==> src/rtl/hex_display_scanner.sv <==
// Time-multiplexed hex digit scanner feeding a 7-segment decoder: refresh timing,
// anti-ghost blanking, tear-free updates, leading-zero suppression and blink.
module hex_display_scanner #(
  parameter int NUM_DIGITS   = 4,
  parameter int REFRESH_DIV  = 50000,
  parameter int BLANK_GAP    = 16,
  parameter int BLINK_FRAMES = 64
) (
  input  logic                    clk_i,
  input  logic                    rst_i,
  input  logic                    load_i,
  input  logic [4*NUM_DIGITS-1:0] value_i,
  input  logic                    lz_blank_en_i,
  input  logic [NUM_DIGITS-1:0]   blink_mask_i,
  output logic [3:0]              nibble_o,
  output logic [NUM_DIGITS-1:0]   digit_en_o,
  output logic                    blank_o,
  output logic                    frame_done_o
);

  localparam int DW = 4 * NUM_DIGITS;
  localparam int CW = (REFRESH_DIV > 1) ? $clog2(REFRESH_DIV) : 1;
  localparam int IW = (NUM_DIGITS > 1) ? $clog2(NUM_DIGITS) : 1;
  localparam int FW = (BLINK_FRAMES > 1) ? $clog2(BLINK_FRAMES) : 1;

  localparam logic [CW-1:0] CNT_LAST = CW'(REFRESH_DIV - 1);
  localparam logic [CW-1:0] GAP_C    = CW'(BLANK_GAP);
  localparam logic [IW-1:0] IDX_LAST = IW'(NUM_DIGITS - 1);
  localparam logic [FW-1:0] FRM_LAST = FW'(BLINK_FRAMES - 1);

  // cnt_q/idx_q name the slot position whose outputs are produced at the next edge
  logic [CW-1:0]         cnt_q, cnt_d;
  logic [IW-1:0]         idx_q, idx_d;
  logic [FW-1:0]         frame_cnt_q, frame_cnt_d;
  logic                  phase_q, phase_d;
  logic [DW-1:0]         display_q, display_d;
  logic [DW-1:0]         pending_q, pending_d;
  logic                  pend_flag_q, pend_flag_d;
  logic [3:0]            nibble_d;
  logic [NUM_DIGITS-1:0] digit_en_d;
  logic                  blank_d;
  logic                  frame_done_d;

  logic                  frame_start_s;
  logic                  frame_end_s;
  logic                  zero_run_s;
  logic [NUM_DIGITS-1:0] lz_sup_s;
  logic [NUM_DIGITS-1:0] onehot_s;
  logic                  sup_s;

  assign frame_start_s = (cnt_q == '0) && (idx_q == '0);
  assign frame_end_s   = (cnt_q == CNT_LAST) && (idx_q == IDX_LAST);

  // Slot position and blink timing
  always_comb begin
    cnt_d       = cnt_q;
    idx_d       = idx_q;
    frame_cnt_d = frame_cnt_q;
    phase_d     = phase_q;
    if (cnt_q == CNT_LAST) begin
      cnt_d = '0;
      if (idx_q == IDX_LAST) begin
        idx_d = '0;
      end else begin
        idx_d = idx_q + IW'(1);
      end
    end else begin
      cnt_d = cnt_q + CW'(1);
    end
    if (frame_end_s) begin
      if (frame_cnt_q == FRM_LAST) begin
        frame_cnt_d = '0;
        phase_d     = ~phase_q;
      end else begin
        frame_cnt_d = frame_cnt_q + FW'(1);
      end
    end else begin
      frame_cnt_d = frame_cnt_q;
    end
  end

  // Double-buffered value: a load on the boundary edge bypasses the pending reg
  always_comb begin
    display_d   = display_q;
    pending_d   = pending_q;
    pend_flag_d = pend_flag_q;
    if (frame_start_s) begin
      if (load_i) begin
        display_d   = value_i;
        pend_flag_d = 1'b0;
      end else if (pend_flag_q) begin
        display_d   = pending_q;
        pend_flag_d = 1'b0;
      end else begin
        display_d   = display_q;
      end
    end else if (load_i) begin
      pending_d   = value_i;
      pend_flag_d = 1'b1;
    end else begin
      pending_d   = pending_q;
    end
  end

  // Suppression and next output values, evaluated on the display of this slot
  always_comb begin
    zero_run_s = 1'b1;
    lz_sup_s   = '0;
    for (int i = NUM_DIGITS - 1; i >= 0; i--) begin
      zero_run_s  = zero_run_s & (display_d[4*i +: 4] == 4'h0);
      lz_sup_s[i] = (i > 0) && zero_run_s;
    end
    onehot_s        = '0;
    onehot_s[idx_q] = 1'b1;
    sup_s = (lz_blank_en_i && lz_sup_s[idx_q]) || (phase_q && blink_mask_i[idx_q]);
    nibble_d = display_d[4*idx_q +: 4];
    if ((cnt_q < GAP_C) || sup_s) begin
      digit_en_d = '0;
    end else begin
      digit_en_d = onehot_s;
    end
    blank_d      = (digit_en_d == '0);
    frame_done_d = frame_end_s;
  end

  // State and registered outputs
  always_ff @(posedge clk_i or posedge rst_i) begin
    if (rst_i) begin
      cnt_q        <= '0;
      idx_q        <= '0;
      frame_cnt_q  <= '0;
      phase_q      <= 1'b0;
      display_q    <= '0;
      pending_q    <= '0;
      pend_flag_q  <= 1'b0;
      nibble_o     <= 4'h0;
      digit_en_o   <= '0;
      blank_o      <= 1'b1;
      frame_done_o <= 1'b0;
    end else begin
      cnt_q        <= cnt_d;
      idx_q        <= idx_d;
      frame_cnt_q  <= frame_cnt_d;
      phase_q      <= phase_d;
      display_q    <= display_d;
      pending_q    <= pending_d;
      pend_flag_q  <= pend_flag_d;
      nibble_o     <= nibble_d;
      digit_en_o   <= digit_en_d;
      blank_o      <= blank_d;
      frame_done_o <= frame_done_d;
    end
  end

endmodule

==> config.mk <==
export PLATFORM = sky130hd
export DESIGN_NAME = hex_display_scanner
export DESIGN_NICKNAME = d
export VERILOG_FILES = /design/src/rtl/hex_display_scanner.sv
export SDC_FILE = /design/constraint.sdc
export NUM_CORES = 1
export LEC_CHECK = 0
export CAP_MARGIN = 20
export CORE_ASPECT_RATIO = 0.8
export CORE_MARGIN = 4
export CORE_UTILIZATION = 60
export CTS_BUF_LIST = sky130_fd_sc_hd__clkbuf_4 sky130_fd_sc_hd__clkbuf_8 sky130_fd_sc_hd__clkbuf_16
export DETAILED_ROUTE_END_ITERATION = 16
export PLACE_DENSITY = 0.8
export SYNTH_ARGS = -nofsm -noshare
export SYNTH_HDL_FRONTEND = slang
export SYNTH_SLANG_ARGS = --single-unit
export TNS_END_PERCENT = 10
==> constraint.sdc <==
create_clock -name clk_i -period 7.7 [get_ports clk_i]
set_input_delay 1.54 -clock clk_i [delete_from_list [all_inputs] [get_ports clk_i]]
set_output_delay 1.54 -clock clk_i [all_outputs]
set_load 0.005 [all_outputs]
# Word level (Yosys, flattened, before mapping)

Index checks and enable logic that the tools add are counted.

Register bits: 68
Input bits: 24
Output and inout bits: 10
Logic and storage cells: 56

$add $sub $neg: 3
$lt $le $gt $ge: 3
Eq/ne operators: 3
Shift operators: 1
Multiplexer cells: 15
Bitwise logic cells: 4
Reductions and logical operators: 16

Operators by type and width:

| kind                                                               | count |
|---|---|
| 2-to-1 mux 16 bit                                                  | 4 |
| adder 16 x 1 -> 16 bit (second input constant)                     | 1 |
| == test 16 bit (second input constant)                             | 1 |
| zero test 16 bit                                                   | 1 |
| zero test 4 bit                                                    | 4 |
| less-than comparator 16 x 5 -> 1 bit (second input constant)       | 1 |
| indexed part select 16 x 5 -> 4 bit                                | 1 |
| adder 6 x 1 -> 6 bit (second input constant)                       | 1 |
| == test 6 bit (second input constant)                              | 1 |
| 2-to-1 mux 6 bit                                                   | 1 |
| logical AND 1 bit                                                  | 5 |
| 2-to-1 mux 1 bit                                                   | 5 |
| binary-select mux 1 bit (select 2 bit)                             | 2 |
| 2-to-1 mux 4 bit                                                   | 1 |
| AND reduction 2 bit                                                | 2 |
| less-than comparator 2 x 3 -> 1 bit (second input constant)        | 1 |
| adder 2 x 1 -> 2 bit (second input constant)                       | 1 |
| AND 1 bit                                                          | 2 |
| demux 1 bit (select 2 bit)                                         | 1 |
| == test 2 bit (second input constant)                              | 1 |
| greater-or-equal comparator 2 x 1 -> 1 bit (second input constant) | 1 |
| zero test 2 bit                                                    | 1 |
| logical OR 1 bit                                                   | 2 |
| 2-to-1 mux 2 bit                                                   | 1 |
| 2 further kinds                                                    | 3 |

# Longest topological paths before layout

Gate-level depths: netlist of run 1.

Depth in word-level cells: 13
Depth in mapped cells: 13
Gate-level depth less buffers: 10

# Least setup slack after synthesis of run 1

OpenSTA, ideal clock, no wires.

Path type: input -> register
Start point: input port load_i
End point: register digit_en_o[0]
Library setup time: 136 ps
Arrival: 3454 ps
Required time: 7564 ps
Path slack: 4110 ps
Stages: 9
Path buffers: 1
Path through: clkbuf_1 nor2b_1 and2_1 a32o_1 a221o_1 nand2b_1 or4_4 a21oi_4 a21boi_1

Cells in the longest elaborated chain, start to end: 11
Elaborated cells on any way between the ends: 13
Classes of those cells: mux (5); bitwise (2); reduce/logical (6)

Ends and longest elaborated chain:

| what                                     | line | text |
|---|---|---|
| start, declared                          | 11   | `input logic load_i,` |
| 2-to-1 mux 16 bit *                      | 88   | `if (load_i) begin` |
| 2-to-1 mux 16 bit *                      | 87   | `if (frame_start_s) begin` |
| net display_d[10]                        | 36   | `logic [DW-1:0] display_q, display_d;` |
| zero test 4 bit *                        | 110  | `zero_run_s = zero_run_s & (display_d[4*i +: 4] == 4'h0);` |
| AND 1 bit *                              | 110  |  |
| AND 1 bit                                | 110  |  |
| binary-select mux 1 bit (select 2 bit) * | 115  | `sup_s = (lz_blank_en_i && lz_sup_s[idx_q]) \|\| (phase_q && blink_mask_i[idx_q]);` |
| 2-to-1 mux 1 bit (not written as such) * | 115  |  |
| logical AND 1 bit *                      | 115  |  |
| logical OR 1 bit *                       | 115  |  |
| logical OR 1 bit *                       | 117  | `if ((cnt_q < GAP_C) \|\| sup_s) begin` |
| 2-to-1 mux 4 bit *                       | 117  |  |
| net digit_en_d[0]                        | 40   | `logic [NUM_DIGITS-1:0] digit_en_d;` |
| end signal, assigned                     | 149  | `digit_en_o <= digit_en_d;` |
| end, declared                            | 16   | `output logic [NUM_DIGITS-1:0] digit_en_o,` |

The timed path passes the listed nets; every way through them passes the cells marked *. The select of a mux whose other input is x is not followed.
A chain may end at the register's enable or synchronous reset.

# Final worst setup path of run 1

Start point: input port load_i
End point: register digit_en_o[3]

Same word-level chain as after synthesis.

==> results.json, run 1 <==
{
  "setup_viol": 0,
  "slew_viol_final": 0,
  "clockBufferDepth": 2,
  "antenna_found_initial": 0,
  "detail_route.wl_per_cell_um": 17.62,
  "power.internal_mw": 0.5524,
  "r2r-start": "idx_q[0]",
  "gr-total-overflow": 0,
  "die_h_um": 74.05,
  "synth_xor_area_share_pct": 4.818,
  "port_buffers": 33,
  "numCtsBuffers": 9,
  "yosysUniqueCellTypes": 44,
  "power_leakage_nw": 1.657,
  "endpoint_kind": "flop",
  "clk_pin_slew_ps": 60,
  "start_util_pct": 63.52,
  "routed.top_layer": "met4",
  "worst_ep_required_time_ps": 7900,
  "p_sw_share_pct": 23.11,
  "grt_setup_unrepaired": "false",
  "skew_ps": 7.224,
  "drt_iter0_drc": 188,
  "timing.final.crit_period_ps": 4152,
  "cp_max_fo": 19,
  "power_density_mw_per_mm2": 188.5,
  "max_freq_mhz": 240.8,
  "drive_gt1_share_pct": 12.61,
  "dr_wl_met3_um": 424,
  "htree_levels": 3,
  "startpoint_type": "input port",
  "dp_hpwl_um": 4784,
  "synthCells": 297,
  "p_switching_mw": 0.1661,
  "synthMuxAreaShare_pct": 9.254,
  "core_mm2": 0.005151,
  "worst_pin_slew_ps": 842.3,
  "synth-seq-cells": 68,
  "hp-class": "reg2reg",
  "nNetsFinal": 359,
  "cts_tree": "built",
  "cts_resized": 0,
  "num_io_pins": 34,
  "grt_pass1_wl_um": 11670,
  "rows": 23,
  "layout_commonest_cell": "dfrtp_1",
  "clockRootBuffer": "clkbuf_8",
  "drc": 0,
  "clkLatencyLatePin_ps": 340,
  "fillers": 379,
  "final_antenna_net_count": 0,
  "ff2ff_path_depth": 11,
  "reg2reg_slack_ps": 4330,
  "rr_endpoint": "digit_en_o[3]",
  "grt_max_degree": 69,
  "hold_viol": 0,
  "routed_wl_um": 6961,
  "power_frac_seq_pct": 54.3,
  "clock-sinks": 68,
  "place_inst": 379,
  "cp-endpoint": "digit_en_o[3]",
  "final_cell_mix": "dfrtp_1, clkdlybuf4s50_1, nor2_1, nand2_1",
  "synth_nets": 328,
  "criticalPathCategory": "in2reg",
  "drv_cap": 0,
  "crit_start": "load_i",
  "yosysWarnings": 0,
  "pwr-share-comb_pct": 9.1,
  "synth_area_mm2": 0.003272,
  "hold_buffers": 0,
  "synth_top_family_by_area": "simple AND/OR/NAND/NOR gates",
  "n_antenna_cell": 0,
  "grtUsageTotal_pct": 22.76,
  "clock_power_share_pct": 36.7,
  "fin_cells": 395,
  "viasPerCell": 5.901,
  "synth_seq_area_share_pct": 52.05,
  "setup_tns_ps": 0,
  "post_cts_buffers": 0,
  "grt_pass1_vias": 2302,
  "outcome": "complete, no violations",
  "drtPass1Iterations": 4,
  "drt-met1-wl_um": 3449,
  "synth_compound_area_share_pct": 10.71,
  "die-area_mm2": 0.006706,
  "synth.avg_cell_area_um2": 11.02,
  "yosys.area_share.simple_pct": 16.67,
  "fp.dieW_um": 90.56,
  "ir_drop_mv": 0.1108,
  "area_growth_pct": 16.48,
  "slew-limit-headroom_pct": 43.85,
  "synth_fa_ha_area_share_pct": 2.677,
  "period_share_pct": 53.92,
  "vias": 2331,
  "gp_congestion": 0.8934,
  "wl_met2_um": 2955,
  "critPathArrivalTime_ps": 4350
}
layout make-up:
class | count | area [um^2] | share of cell area (%)
Tap cell | 62 | 77.57 | 2.035
Sequential cell | 68 | 1703 | 44.68
Clock buffer | 14 | 167.7 | 4.399
Multi-Input combinational cell | 198 | 1444 | 37.89
Clock inverter | 2 | 10.01 | 0.2626
Timing Repair Buffer | 36 | 352.8 | 9.258
Inverter | 15 | 56.30 | 1.477
critical path: stages:
cell	delay [ps]
clkdlybuf4s50_1	940
nor2b_1	130
and2_1	190
a32o_1	250
a221o_1	310
nand2b_1	160
or4_4	550
a21oi_4	190
a21boi_1	90
worst min-delay path by stage:
stage,from,to,slack [ps],cells past startpoint
finish,phase_q,phase_q,480,1
global route,phase_q,phase_q,500,1
CTS,phase_q,phase_q,480,1
detailed placement,phase_q,phase_q,460,1
global placement,phase_q,phase_q,460,1
floorplan,phase_q,phase_q,440,1
power groups by stage:
stage	clock [mW]	combinational, mW	sequential, mW
after floorplan	0	0.0362	0.393
after global placement	0	0.0635	0.395
after detailed placement	0	0.0649	0.396
after CTS	0.271	0.0655	0.390
after global routing	0.287	0.0712	0.392
final	0.263	0.0651	0.390
cells by family (layout without fill, tap and decap cells):
family / count (synthesis) / count (layout)
simple gates: 102 / 102
compound gates: 49 / 49
fa+ha+maj: 7 / 7
mux: 22 / 22
xor+xnor: 18 / 18
flops: 68 / 68
buf+inv: 31 / 67
state kept, by name, summed over array words and instances (netlist names):
name,count
blank_o,1
cnt_q,16
digit_en_o,4
display_q,16
frame_cnt_q,6
frame_done_o,1
idx_q,2
nibble_o,4
pend_flag_q,1
pending_q,16
phase_q,1
stage by stage:
stage	total power, mW	area, um^2	utilization, %	setup WS, ps	hold slack, ps
6_report	0.7184	3811	73.99	3548	476.3
5_1_grt	0.7501	3811	73.99	3437	497.7
4_1_cts	0.7262	3811	73.99	3580	478.5
3_5_place_dp	0.4610	3633	70.54	3228	464.8
3_3_place_gp	0.4584	3633	70.54	3312	460.4
2_1_floorplan	0.4290	3272	-	4110	442.3
Yosys cell counts (all sizes together):
| cell | instances | share of area, % |
|---|---|---|
| a21oi | 15 | 2.6 |
| nand2 | 19 | 2.3 |
| clkbuf | 14 | 1.6 |
| nand3 | 12 | 1.8 |
| a222oi | 1 | 0.31 |
| nor2 | 20 | 2.3 |
| nand2b | 14 | 2.7 |
| dfstp | 1 | 0.80 |
| mux2 | 16 | 5.5 |
| ha | 7 | 2.7 |
| a32o | 1 | 0.31 |
| a221oi | 6 | 1.6 |
| mux4 | 5 | 3.4 |
| mux2i | 1 | 0.31 |
| xnor2 | 7 | 1.9 |
| a221o | 7 | 2.1 |
| nor2b | 2 | 0.38 |
| and3 | 7 | 1.3 |
| nor4 | 5 | 1.1 |
| nor3 | 3 | 0.61 |
| a21o | 2 | 0.46 |
| xor2 | 11 | 2.9 |
| inv | 15 | 1.7 |
| a21boi | 4 | 0.92 |
| a2bb2oi | 1 | 0.27 |
| dfrtp | 67 | 51 |
| o21ai | 9 | 1.4 |
| a31oi | 1 | 0.19 |
| a41oi | 1 | 0.27 |
| and2 | 3 | 0.57 |
| buf | 2 | 0.50 |
| nand4 | 13 | 2.5 |
| and4b | 1 | 0.31 |
| or4 | 2 | 0.57 |
| or3 | 1 | 0.19 |
| o31ai | 1 | 0.23 |
metal layers:
| metal | vias up | global-route usage (%) |
|---|---|---|
| met5 | - | 0 |
| met4 | 0 | 11.88 |
| met1 | 1138 | 32.78 |
| li1 | 1118 | - |
| met2 | 65 | 32.37 |
| met3 | 10 | 5.561 |
No activity file was read; power rests on OpenSTA's default activity.
==> inputs of run 2 (changes only) <==
Settings changed: CORE_UTILIZATION 60 to 51, PLACE_DENSITY 0.8 to 0.72.
Clock period 7.7 ns to 3.5 ns, I/O delays scaled along.
==> run 2 against run 1 <==
Net effect: non-clock buffer count up 8; sequential share of layout area down 1.9 points; count of clock-buffer cells in the layout fell by 2; combinational power rose by 120%; first-iteration DRC count is 38% lower; via count grew 2.5%; hold slack worse by 7.5 ps; sequential cell count stayed put; highest routed layer unchanged; register-to-register slack got worse by 3700 ps; critical endpoint is now digit_en_o[2]; final area increased by 4.5%; total power increased to 2.5 times the previous value.
==> results.json, run 2 (synthesis gave the netlist of run 1 again) <==
{
  "outcome": "complete, no violations",
  "clkLatencyLatePin_ps": 340,
  "p_switching_mw": 0.3755,
  "htree_levels": 3,
  "fin_area_mm2": 0.003984,
  "power_frac_seq_pct": 47.4,
  "viasPerCell": 5.661,
  "critPathBufInv": 1,
  "slew-limit-headroom_pct": 54.95,
  "pwr-share-comb_pct": 8.1,
  "power_density_mw_per_mm2": 453.4,
  "reg_top3": "cnt_q: 16 flops, display_q: 16 flops, pending_q: 16 flops",
  "clockBufferDepth": 2,
  "setup_viol": 0,
  "routed_wl_um": 7096,
  "worst_pin_slew_ps": 674.7,
  "ir_drop_mv": 0.3090,
  "fin_cells": 422,
  "drtPass1Iterations": 4,
  "drive_gt1_share_pct": 14.66,
  "post_cts_buffers": 0,
  "die-area_mm2": 0.007769,
  "clock-sinks": 68,
  "detail_route.wl_per_cell_um": 16.82,
  "hp-class": "reg2reg",
  "grt_pass1_wl_um": 12100,
  "endpoint_kind": "flop",
  "layout_commonest_cell": "dfrtp_1",
  "fillers": 461,
  "vias": 2389,
  "grtUsageTotal_pct": 19.92,
  "timing.final.crit_period_ps": 2943,
  "fp.dieW_um": 97.55,
  "worst_ep_required_time_ps": 3700,
  "crit_family": "compound AO/OA/AOI/OAI gates",
  "grt_pass1_vias": 2440,
  "slew_viol_final": 0,
  "power_leakage_nw": 1.733,
  "cp_max_fo": 7,
  "period_share_pct": 84.09,
  "dp_hpwl_um": 4978,
  "place_inst": 406,
  "p_total_mw": 1.806,
  "placed_cell_area_mm2": 0.003730,
  "clock_power_share_pct": 44.5,
  "path_cells": "clkdlybuf4s50_1 > nor2b_1 > and2_1 > a32o_1 > a221o_1 > or4_1 > o21ai_1 > a21boi_1",
  "cpPeakStageDelay_ps": 590,
  "skew_ps": 9.358,
  "critPathArrivalTime_ps": 3140,
  "cts_tree": "built",
  "hold_viol": 0,
  "drc": 0,
  "nNetsFinal": 367,
  "critPathSlowestCell": "clkdlybuf4s50_1",
  "startpoint_type": "input port",
  "die_h_um": 79.64,
  "setup_tns_ps": 0,
  "hold_buffers": 0,
  "num_io_pins": 34,
  "antenna_found_initial": 0,
  "numCtsBuffers": 9,
  "clk_pin_slew_ps": 70,
  "final_cell_mix": "dfrtp_1, clkdlybuf4s50_1, nor2_1, nand2_1",
  "final_antenna_net_count": 0,
  "drt_iter0_drc": 116,
  "gr-total-overflow": 0,
  "core_mm2": 0.006068,
  "area_growth_pct": 21.76,
  "power.internal_mw": 1.431,
  "port_buffers": 33,
  "n_antenna_cell": 0,
  "p_sw_share_pct": 20.79,
  "start_util_pct": 53.92,
  "rows": 25,
  "clockRootBuffer": "clkbuf_8",
  "grt_max_degree": 39,
  "drv_cap": 0,
  "grt_setup_unrepaired": "false",
  "criticalPathCategory": "in2reg",
  "max_freq_mhz": 339.8,
  "gp_congestion": 0.8266,
  "cts_resized": 0
}
[run 2: changes by cell type in the layout (fill, tap and decap cells not counted)]
cell | before | now
buf_12 | 0 | 1
clkinv_2 | 2 | 1
bufinv_16 | 0 | 3
buf_4 | 3 | 10
clkbuf_4 | 4 | 1
clkbuf_8 | 10 | 11
[run 2: power groups by stage]
stage,logic (mW),clock network (mW),registers [mW]
2_1_floorplan,0.0796,0,0.864
3_3_place_gp,0.145,0,0.869
6_report,0.146,0.804,0.857
4_1_cts,0.148,0.821,0.856
5_1_grt,0.161,0.851,0.861
3_5_place_dp,0.146,0,0.870
[run 2: metrics by stage]
| step | utilization [%] | hold slack (ps) | worst slack (ps) |
|---|---|---|---|
| 2_1_floorplan | - | 442.3 | 645.4 |
| 3_3_place_gp | 61.46 | 460.4 | 318.0 |
| 3_5_place_dp | 61.46 | 459.0 | 272.5 |
| 4_1_cts | 65.65 | 472.3 | 585.0 |
| 5_1_grt | 65.65 | 496.2 | 336.4 |
| 6_report | 65.65 | 468.8 | 556.9 |
[run 2: metal layers]
layer	track usage (%)	share of wire (%)	up-vias	wire length (um)
li1	-	-	1144	-
met4	6.086	1.1	0	75
met2	28.04	43	74	3021
met3	6.550	7.1	6	506
met1	29.14	49	1165	3493
met5	0	0	-	0
[run 2: worst paths after layout]
path	start	endpoint	slack, ps	depth (start not counted)
max	load_i	digit_en_o[2]	560	8
min	phase_q	phase_q	470	1
max reg2reg	idx_q[0]	digit_en_o[2]	640	9
min reg2reg	phase_q	phase_q	470	1
max in group asynchronous	rst_i	blank_o	2020	3
min in group asynchronous	rst_i	cnt_q[7]	780	2
[run 2: area by class of cell]
class                           count  area (um^2)  area share (%)
Clock buffer                       12        158.9           3.989
Tap cell                           81        101.3           2.544
Inverter                           15        56.30           1.413
Clock inverter                      4        95.09           2.387
Timing Repair Buffer               44        425.4           10.68
Multi-Input combinational cell    198         1444           36.24
Sequential cell                    68         1703           42.74
==> inputs of run 3 (changes only) <==
Clock period 3.5 ns to 2.7 ns, I/O delays scaled along.
==> run 3 against run 2 <==
Net effect: combinational power up 38%; utilization up 3.4 points; largest power group unchanged; final area up 5.2%; highest routed layer unchanged; wire length up 5.3%; register-to-register slack worse by 590 ps.
==> results.json, run 3 (synthesis gave the netlist of run 1 again) <==
{
  "power.internal_mw": 1.603,
  "p_sw_share_pct": 22.63,
  "setup_tns_ps": 0,
  "worst_pin_slew_ps": 533.3,
  "drv_cap": 0,
  "cpPeakStageDelay_ps": 520,
  "holdPathEnd": "phase_q",
  "core_mm2": 0.006068,
  "crit_family": "simple AND/OR/NAND/NOR gates",
  "detail_route.wl_per_cell_um": 16.53,
  "gr-total-overflow": 0,
  "setup_viol": 0,
  "nNetsFinal": 397,
  "htree_levels": 3,
  "power_leakage_nw": 1.854,
  "placed_cell_area_mm2": 0.003894,
  "antenna_found_initial": 0,
  "power_frac_seq_pct": 53.7,
  "die_h_um": 79.64,
  "worst_ep_required_time_ps": 2910,
  "layout_commonest_cell": "dfrtp_1",
  "setup_slack_ps": 48.25,
  "regArea_mm2": 0.001704,
  "clockBufferDepth": 2,
  "hp-class": "reg2reg",
  "die-area_mm2": 0.007769,
  "skew_ps": 13.34,
  "critPathArrivalTime_ps": 2860,
  "criticalPathCategory": "reg2reg",
  "dp_hpwl_um": 5237,
  "ir_drop_mv": 0.3578,
  "num_io_pins": 34,
  "p_switching_mw": 0.4688,
  "cp_max_fo": 9,
  "final_cell_mix": "dfrtp_1, buf_4, clkdlybuf4s50_1, nor2_1, nand2_1",
  "outcome": "complete, no violations",
  "power_density_mw_per_mm2": 494.3,
  "timing.final.crit_period_ps": 2652,
  "clock_power_share_pct": 36.6,
  "numCtsBuffers": 9,
  "slew_viol_final": 0,
  "area_growth_pct": 28.11,
  "r2r-start": "cnt_q[12]",
  "drtPass1Iterations": 5,
  "grt_max_degree": 50,
  "gp_congestion": 0.8391,
  "routed_wl_um": 7470,
  "reg_top3": "cnt_q: 16 flops, display_q: 16 flops, pending_q: 16 flops",
  "drc": 0,
  "hold_viol": 0,
  "vias": 2592,
  "fillers": 461,
  "path_cells": "nor4_4 > and4b_1 > buf_6 > buf_4 > a32o_1 > a221o_1 > nand2b_4 > or4_4 > a21oi_4 > a21boi_1",
  "grt_pass1_wl_um": 12650,
  "cts_tree": "built",
  "ff2ff_path_depth": 10,
  "n_antenna_cell": 0,
  "preCtsSetupSlack_ps": -182.5,
  "critPathBufInv": 2,
  "clock-sinks": 68,
  "startpoint_type": "flop",
  "period_share_pct": 98.21,
  "clk_pin_slew_ps": 70,
  "grtUsageTotal_pct": 20.77,
  "p_total_mw": 2.072,
  "start_util_pct": 53.92,
  "fp.dieW_um": 97.55,
  "rr_endpoint": "digit_en_o[3]",
  "max_freq_mhz": 377.1,
  "critPathSlowestCell": "or4_4",
  "rows": 25,
  "multi_input_area_mm2": 0.001488,
  "grt_pass1_vias": 2505,
  "fin_area_mm2": 0.004192,
  "port_buffers": 33,
  "whs_path_depth": 1,
  "utilization_pct": 69.07,
  "clkLatencyLatePin_ps": 330,
  "endpoint_kind": "flop",
  "final_antenna_net_count": 0,
  "slew-limit-headroom_pct": 64.12,
  "reg2reg_slack_ps": 50,
  "hold_start": "phase_q",
  "drt_iter0_drc": 158,
  "grt_setup_unrepaired": "true",
  "pwr-share-comb_pct": 9.7,
  "clockRootBuffer": "clkbuf_8",
  "drive_gt1_share_pct": 23.18,
  "viasPerCell": 5.735
}
## run 3: changes by cell type in the layout (fill, tap and decap cells not counted), sizes merged
cell | before | now
buf | 11 | 41
bufinv | 3 | 0
clkbuf | 12 | 14
clkinv | 1 | 2
## run 3: worst max path at each step
stage,slack (ps),startpoint,to,depth (start not counted)
after global routing,-20,idx_q[0],digit_en_o[0],10
final,50,cnt_q[12],digit_en_o[3],10
after CTS,-1,idx_q[0],digit_en_o[3],10
after detailed placement,-180,load_i,digit_en_o[0],9
after floorplan,6,idx_q[0],digit_en_o[0],11
after global placement,-180,load_i,digit_en_o[3],9
## run 3: metal layers
metal / up-vias / global-route usage, % / wire [um]
li1: 1203 / - / -
met1: 1281 / 29.98 / 3635
met2: 97 / 31.40 / 3321
met3: 11 / 4.891 / 424
met4: 0 / 6.224 / 87
met5: - / 0 / 0
## run 3: cell type report
type / instances / share of cell area (%)
sequential: 68 / 40.66
tap: 81 / 2.418
multi-input combinational: 198 / 35.49
clock buffer: 14 / 4.149
clock inverter: 2 / 0.2388
inverter: 15 / 1.343
timing repair buffer: 74 / 15.70
## run 3: worst reg2reg max path: cells and delay by family (launching register included)
kind | cells | cell delay, ps
AND/OR/NAND/NOR | 4 | 970
AO/OA/AOI/OAI | 4 | 840
flip-flops | 1 | 390
buffers and inverters | 2 | 320
## run 3: through the flow
stage,hold slack (ps),cells
2_1_floorplan,442.3,297
3_3_place_gp,463.3,427
3_5_place_dp,457.7,427
4_1_cts,472.0,443
5_1_grt,505.9,452
6_report,472.5,452
## run 3: what timing repair did
action                                  4_1_cts  5_1_grt
hold buffers                                  0        0
resized for setup                             2        8
pin swaps                                     0        9
endpoints found under the setup margin        2        7
setup buffers                                 0        9
## run 3: power groups by stage
stage          logic [mW]  clock network [mW]  registers [mW]
6_report            0.202               0.758            1.11
3_3_place_gp        0.196                   0            1.13
4_1_cts             0.202               0.775            1.11
3_5_place_dp        0.198                   0            1.13
2_1_floorplan       0.103                   0            1.12
5_1_grt             0.222               0.824            1.12
